<file path="config.mk">
export PLATFORM = sky130hd
export DESIGN_NAME = apb_cmd_master
export DESIGN_NICKNAME = d
export VERILOG_FILES = /design/src/rtl/bnn_apb_pkg.sv /design/src/rtl/apb_cmd_master.sv
export SDC_FILE = /design/constraint.sdc
export NUM_CORES = 1
export LEC_CHECK = 0
export ABC_AREA = 1
export BUFFER_PORTS_ARGS = -buffer_cell sky130_fd_sc_hd__buf_2
export CAP_MARGIN = 5
export CORE_UTILIZATION = 40
export CTS_CLUSTER_DIAMETER = 120
export DETAILED_ROUTE_END_ITERATION = 10
export PLACE_DENSITY = 0.77
export SYNTH_ARGS = -nofsm -noshare
export SYNTH_HDL_FRONTEND = slang
export SYNTH_SLANG_ARGS = --single-unit
</file>
<file path="constraint.sdc">
create_clock -name clk -period 1.7 [get_ports clk]
set_input_delay 0 -clock clk [delete_from_list [all_inputs] [get_ports clk]]
set_output_delay 0 -clock clk [all_outputs]
set_load 0.05 [all_outputs]
</file>
<file path="src/rtl/bnn_apb_pkg.sv">
// rtl/bnn_apb_pkg.sv - shared APB command master constants: FSM states, register map, default widths
//
// Contents:
//   ST_*        command master FSM state encodings
//   REG_*       accelerator control register byte offsets
//   APB_*_W     default APB address/data widths
package bnn_apb_pkg;

    // Default APB bus widths.
    localparam int APB_ADDR_W = 32;
    localparam int APB_DATA_W = 32;

    // Command master FSM states.
    localparam logic [1:0] ST_IDLE   = 2'd0;
    localparam logic [1:0] ST_SETUP  = 2'd1;
    localparam logic [1:0] ST_ACCESS = 2'd2;
    localparam logic [1:0] ST_RESP   = 2'd3;

    // Accelerator control register byte offsets.
    localparam logic [7:0] REG_WEIGHT_XFER = 8'h00;
    localparam logic [7:0] REG_LAST_ROW    = 8'h04;
    localparam logic [7:0] REG_LAST_COL    = 8'h08;
    localparam logic [7:0] REG_SYS_START   = 8'h0C;
    localparam logic [7:0] REG_ACT_ADDR    = 8'h10;
    localparam logic [7:0] REG_BATCH       = 8'h14;
    localparam logic [7:0] REG_PSUM_ADDR   = 8'h18;
    localparam logic [7:0] REG_ACCUM       = 8'h1C;

endpackage

</file>
<file path="src/rtl/apb_cmd_master.sv">
// rtl/apb_cmd_master.sv - APB initiator running one register command at a time with a response
//
// Ports:
//   clk, reset                  clock, synchronous active-high reset
//   cmd_valid/cmd_ready         command handshake (ready only while idle)
//   cmd_write/cmd_addr/cmd_wdata  command fields
//   rsp_valid/rsp_ready         response handshake
//   rsp_rdata/rsp_err/rsp_timeout  response fields (read data, slave error or timeout, timeout)
//   busy                        high whenever a command is in flight or its response is pending
//   m_apb_*                     APB initiator bus (all outputs registered)
module apb_cmd_master
    import bnn_apb_pkg::*;
#(
    parameter int ADDR_W  = APB_ADDR_W,
    parameter int DATA_W  = APB_DATA_W,
    parameter int TIMEOUT = 16
) (
    input  logic              clk,
    input  logic              reset,
    input  logic              cmd_valid,
    output logic              cmd_ready,
    input  logic              cmd_write,
    input  logic [ADDR_W-1:0] cmd_addr,
    input  logic [DATA_W-1:0] cmd_wdata,
    output logic              rsp_valid,
    input  logic              rsp_ready,
    output logic [DATA_W-1:0] rsp_rdata,
    output logic              rsp_err,
    output logic              rsp_timeout,
    output logic              busy,
    output logic [ADDR_W-1:0] m_apb_paddr,
    output logic              m_apb_psel,
    output logic              m_apb_penable,
    output logic              m_apb_pwrite,
    output logic [DATA_W-1:0] m_apb_pwdata,
    input  logic              m_apb_pready,
    input  logic [DATA_W-1:0] m_apb_prdata,
    input  logic              m_apb_pslverr
);

    localparam int               CNT_W    = $clog2(TIMEOUT) + 1;
    localparam logic [CNT_W-1:0] CNT_LAST = CNT_W'(TIMEOUT - 1);

    logic [1:0]       state;
    logic [CNT_W-1:0] wait_cnt;

    assign cmd_ready = (state == ST_IDLE);
    assign rsp_valid = (state == ST_RESP);
    assign busy      = (state != ST_IDLE);

    always_ff @(posedge clk) begin
        if (reset) begin
            state         <= ST_IDLE;
            wait_cnt      <= '0;
            m_apb_paddr   <= '0;
            m_apb_psel    <= 1'b0;
            m_apb_penable <= 1'b0;
            m_apb_pwrite  <= 1'b0;
            m_apb_pwdata  <= '0;
            rsp_rdata     <= '0;
            rsp_err       <= 1'b0;
            rsp_timeout   <= 1'b0;
        end else begin
            case (state)
                ST_IDLE: begin
                    if (cmd_valid) begin
                        // psel is raised here so it is already high during the SETUP cycle.
                        m_apb_paddr   <= cmd_addr;
                        m_apb_pwdata  <= cmd_wdata;
                        m_apb_pwrite  <= cmd_write;
                        m_apb_psel    <= 1'b1;
                        m_apb_penable <= 1'b0;
                        wait_cnt      <= '0;
                        state         <= ST_SETUP;
                    end
                end
                ST_SETUP: begin
                    m_apb_penable <= 1'b1;
                    state         <= ST_ACCESS;
                end
                ST_ACCESS: begin
                    if (m_apb_pready) begin
                        // Writes return zero data so a stale prdata never leaks into a write response.
                        rsp_rdata     <= m_apb_pwrite ? '0 : m_apb_prdata;
                        rsp_err       <= m_apb_pslverr;
                        rsp_timeout   <= 1'b0;
                        m_apb_psel    <= 1'b0;
                        m_apb_penable <= 1'b0;
                        state         <= ST_RESP;
                    end else if (wait_cnt == CNT_LAST) begin
                        // Slave never answered within TIMEOUT access cycles: abandon the transfer.
                        rsp_rdata     <= '0;
                        rsp_err       <= 1'b1;
                        rsp_timeout   <= 1'b1;
                        m_apb_psel    <= 1'b0;
                        m_apb_penable <= 1'b0;
                        state         <= ST_RESP;
                    end else begin
                        wait_cnt <= wait_cnt + 1'b1;
                    end
                end
                ST_RESP: begin
                    if (rsp_ready) begin
                        state <= ST_IDLE;
                    end
                end
                default: begin
                    m_apb_psel    <= 1'b0;
                    m_apb_penable <= 1'b0;
                    state         <= ST_IDLE;
                end
            endcase
        end
    end

endmodule
</file>
==> metrics.csv <==
stage;metric;value;unit
die;start_util;41.7;%
clock_tree;ctsRootBufferMaster;clkbuf_8;
worst_setup_path;startpoint_type;flop;
min_path;min_path_cells;5;
timing;postLayoutSetupSlackWorst;71.4;ps
drt;drt_wl_total;13100;um
power_and_ir_drop;total_power;10.0;mW
worst_setup_path;crit_type;flop to flop;
synthesis;synth_area;0.00414;mm2
finish;drive_above_1_share;32.2;%
timing;slew_viol_final;0;
synthesis;syn-num-nets;630;
drt;via_per_inst;4.94;
timing;slew_headroom;70.3;%
clock_tree;cts_buffer_depth;2;
placed_design;io_buffers;206;
worst_setup_path;cp-end-kind;flop;
die;fp.dieArea;0.0107;mm2
synthesis;synth_common_cells;nor2_1 (140), dfxtp_1 (108), o21ai_0 (65), nand2_1 (44), a21oi_1 (40);
flow_run;maxCapViolCount;0;
placed_design;gp_congestion;0.855;
timing;hold_viol_final;0;
power_and_ir_drop;power.internal;5.26;mW
power_and_ir_drop;power_frac_seq;33.9;%
finish;nets;922;
synthesis;yosys_warnings;0;
synthesis;ys_seq_area_share;52.3;%
clock_tree;cts_made_buffers;9;
synthesis;ys_types;22;
placed_design;hpwl;7450;um
synthesis;syn_area_per_cell;7.95;um2
worst_setup_path;setup.worst_path.start;wait_cnt[0]$_SDFFE_PP0P_;
finish;area_delta_synth_final;57.8;%
drt;drc;0;
status;status;completed;
synthesis;yosysMostFrequentCell;nor2_1;
synthesis;synthCells;520;
worst_setup_path;worst-path-max-fanout;18;
die;die_width;104;um
timing;skew;7.37;ps
die;fp-row-count;36;
worst_setup_path;required;1950;ps
worst_setup_path;arrival;1880;ps
timing;fmax;0.614;GHz
die;ios;207;
timing;setup_violations;0;
die;core;0.00991;mm2
grt;grt_pass1_wl;21200;um
synthesis;yosysTopAreaCell;dfxtp_1;
clock_tree;clkTransAtPathRegs;100;ps
drt;drt_iter0_drc;310;
worst_setup_path;reg2reg_from;wait_cnt[0]$_SDFFE_PP0P_;
timing;worst_pin_slew;445;ps
power_and_ir_drop;leakage;3.05;nW
timing;min_period;1630;ps
min_path;hp-start;rsp_ready;
clock_tree;cts_tree;done;
synthesis;ys_async_sr_fraction;0;%
worst_setup_path;ff2ff_setup_slack;70;ps
min_path;hold_class;input pin to flop;
drt;wl_per_cell;13.8;um
grt;grt.overflow.total;0;
clock_tree;htreeDepth;3;
synthesis;yosys.area.top_type_share;52.3;%
worst_setup_path;r2r_end;rsp_rdata[13]$_SDFFE_PP0P_;
clock_tree;clk_latency;380;ps
power_and_ir_drop;p_sw_share;47.5;%
drt;ant_nets;0;
power_and_ir_drop;power.density;1530;mW/mm2
grt;grt_pass1_vias;4510;
die;fp.dieH;104;um
min_path;hold_end;state[0]$_SDFFE_PP0P_;
synthesis;synthTopCellsByArea;dfxtp_1 (52%), nor2_1 (13%), o21ai_0 (7.9%);
grt;grt_start_max_net_pins;46;
grt;grtUsageTotal;23.9;%
synthesis;synth-seq-cells;108;
power_and_ir_drop;clockPowerShare;17.6;%
drt;via_count;4693;
synthesis;synth_flop_cell;dfxtp_1;
timing;whs;35.7;ps
timing;setup_tns;0;ps
timing;rsz0062_at_grt;true;
worst_setup_path;rr_worst_depth;10;
timing;fin_crit_sh;95.8;%
synthesis;synth_edf_count;0;
power_and_ir_drop;vdd_drop_max;1060;uV
power_and_ir_drop;p_sw;4.75;mW
clock_tree;cts.sinks;108;
finish;antennaDiodeCount;0;
placed_design;place_worst_setup_slack;67.9;ps
drt;first_pass_iters;5;
power_and_ir_drop;power_frac_comb;48.5;%
grt;antenna_found_initial;0;
-- cells by family after synthesis --
logic type	after synthesis	share of synthesized area, %
AOI/OAI and AO/OA	109	13.4
adders and majority gates	7	2.12
buffers and inverters	57	6.96
DFF	108	52.3
and+or+nand+nor	239	25.3
-- worst max-delay path by stage --
stage          cells past startpoint  slack, ps                    endpoint
2_1_floorplan                      8         70    wait_cnt[1]$_SDFFE_PP0P_
3_3_place_gp                      10        150   rsp_rdata[4]$_SDFFE_PP0P_
3_5_place_dp                      10         70  rsp_rdata[31]$_SDFFE_PP0P_
4_1_cts                           10         40  rsp_rdata[31]$_SDFFE_PP0P_
5_1_grt                           10        -70  rsp_rdata[21]$_SDFFE_PP0P_
6_report                          10         70  rsp_rdata[13]$_SDFFE_PP0P_
-- worst max-delay path, cell delays in order (launching register included) --
cell      delay (ps)
dfxtp_2          360
ha_1             170
nand2_1           70
nor2_1           140
ha_2             230
nand2_4           70
nand2_8          110
clkinv_8          70
buf_12           160
nand2_2           60
a21oi_1           50
-- power groups by stage --
stage	Clock, mW	Sequential [mW]	Combinational, mW
global route	1.89	3.45	5.18
CTS	1.79	3.37	4.72
floorplan	0	5.19	1.80
detailed placement	0	3.41	4.55
global placement	0	3.39	4.46
finish	1.76	3.39	4.86
-- layer usage --
layer	part of all wire, %	vias to the layer above	track usage, %	routed length, um
li1	-	2291	-	-
met1	41	2141	28.2	5330
met2	49	234	40.9	6380
met3	8.4	27	7.05	1110
met4	2.2	0	8.67	284
met5	0	-	0	0
-- final cells by class --
cell class | count | area (um2)
Clock inverter | 5 | 83.8
Fill cell | 754 | 3380
Tap cell | 133 | 166
Inverter | 17 | 80.1
Multi-Input combinational cell | 355 | 1710
Clock buffer | 11 | 141
Timing Repair Buffer | 321 | 2170
Sequential cell | 108 | 2160
-- cells in the final DEF, fill, tap and decap left out, types with 2 or more instances in the layout --
cell type and instances:
ha_1 5, a21oi_1 40, nand2_2 13, buf_12 2, buf_6 2, buf_2 206
inv_1 13, bufinv_16 2, nand3_1 3, dlygate4sd3_1 99, nand2_1 44, clkinvlp_4 3
nand4_1 35, inv_2 2, o21ai_0 65, buf_4 12, nand2_4 2, nor2_1 140
clkbuf_8 10, dfxtp_1 106, dfxtp_2 2
-- metrics by stage --
stage / area [um2] / util, % / instances
floorplan: 4150 / - / 520
global placement: 5240 / 52.9 / 830
detailed placement: 5240 / 52.9 / 830
CTS: 6450 / 65.1 / 945
global route: 6530 / 65.8 / 950
finish: 6530 / 65.8 / 950
-- flip-flops by register name, indices dropped and copies added (netlist names) --
register and cells:
state 2, m_apb_paddr 32, m_apb_psel 1, m_apb_penable 1, rsp_timeout 1, rsp_rdata 32, m_apb_pwrite 1, rsp_err 1
m_apb_pwdata 32, wait_cnt 5
-- repair_timing --
action | in CTS | in global routing
endpoints found under the hold margin | 99 | 0
gates resized for setup | 0 | 9
hold buffers | 99 | 0
endpoints found under the setup margin | 0 | 26
buffers inserted | 0 | 5
No activity file was read; power rests on OpenSTA's default activity.
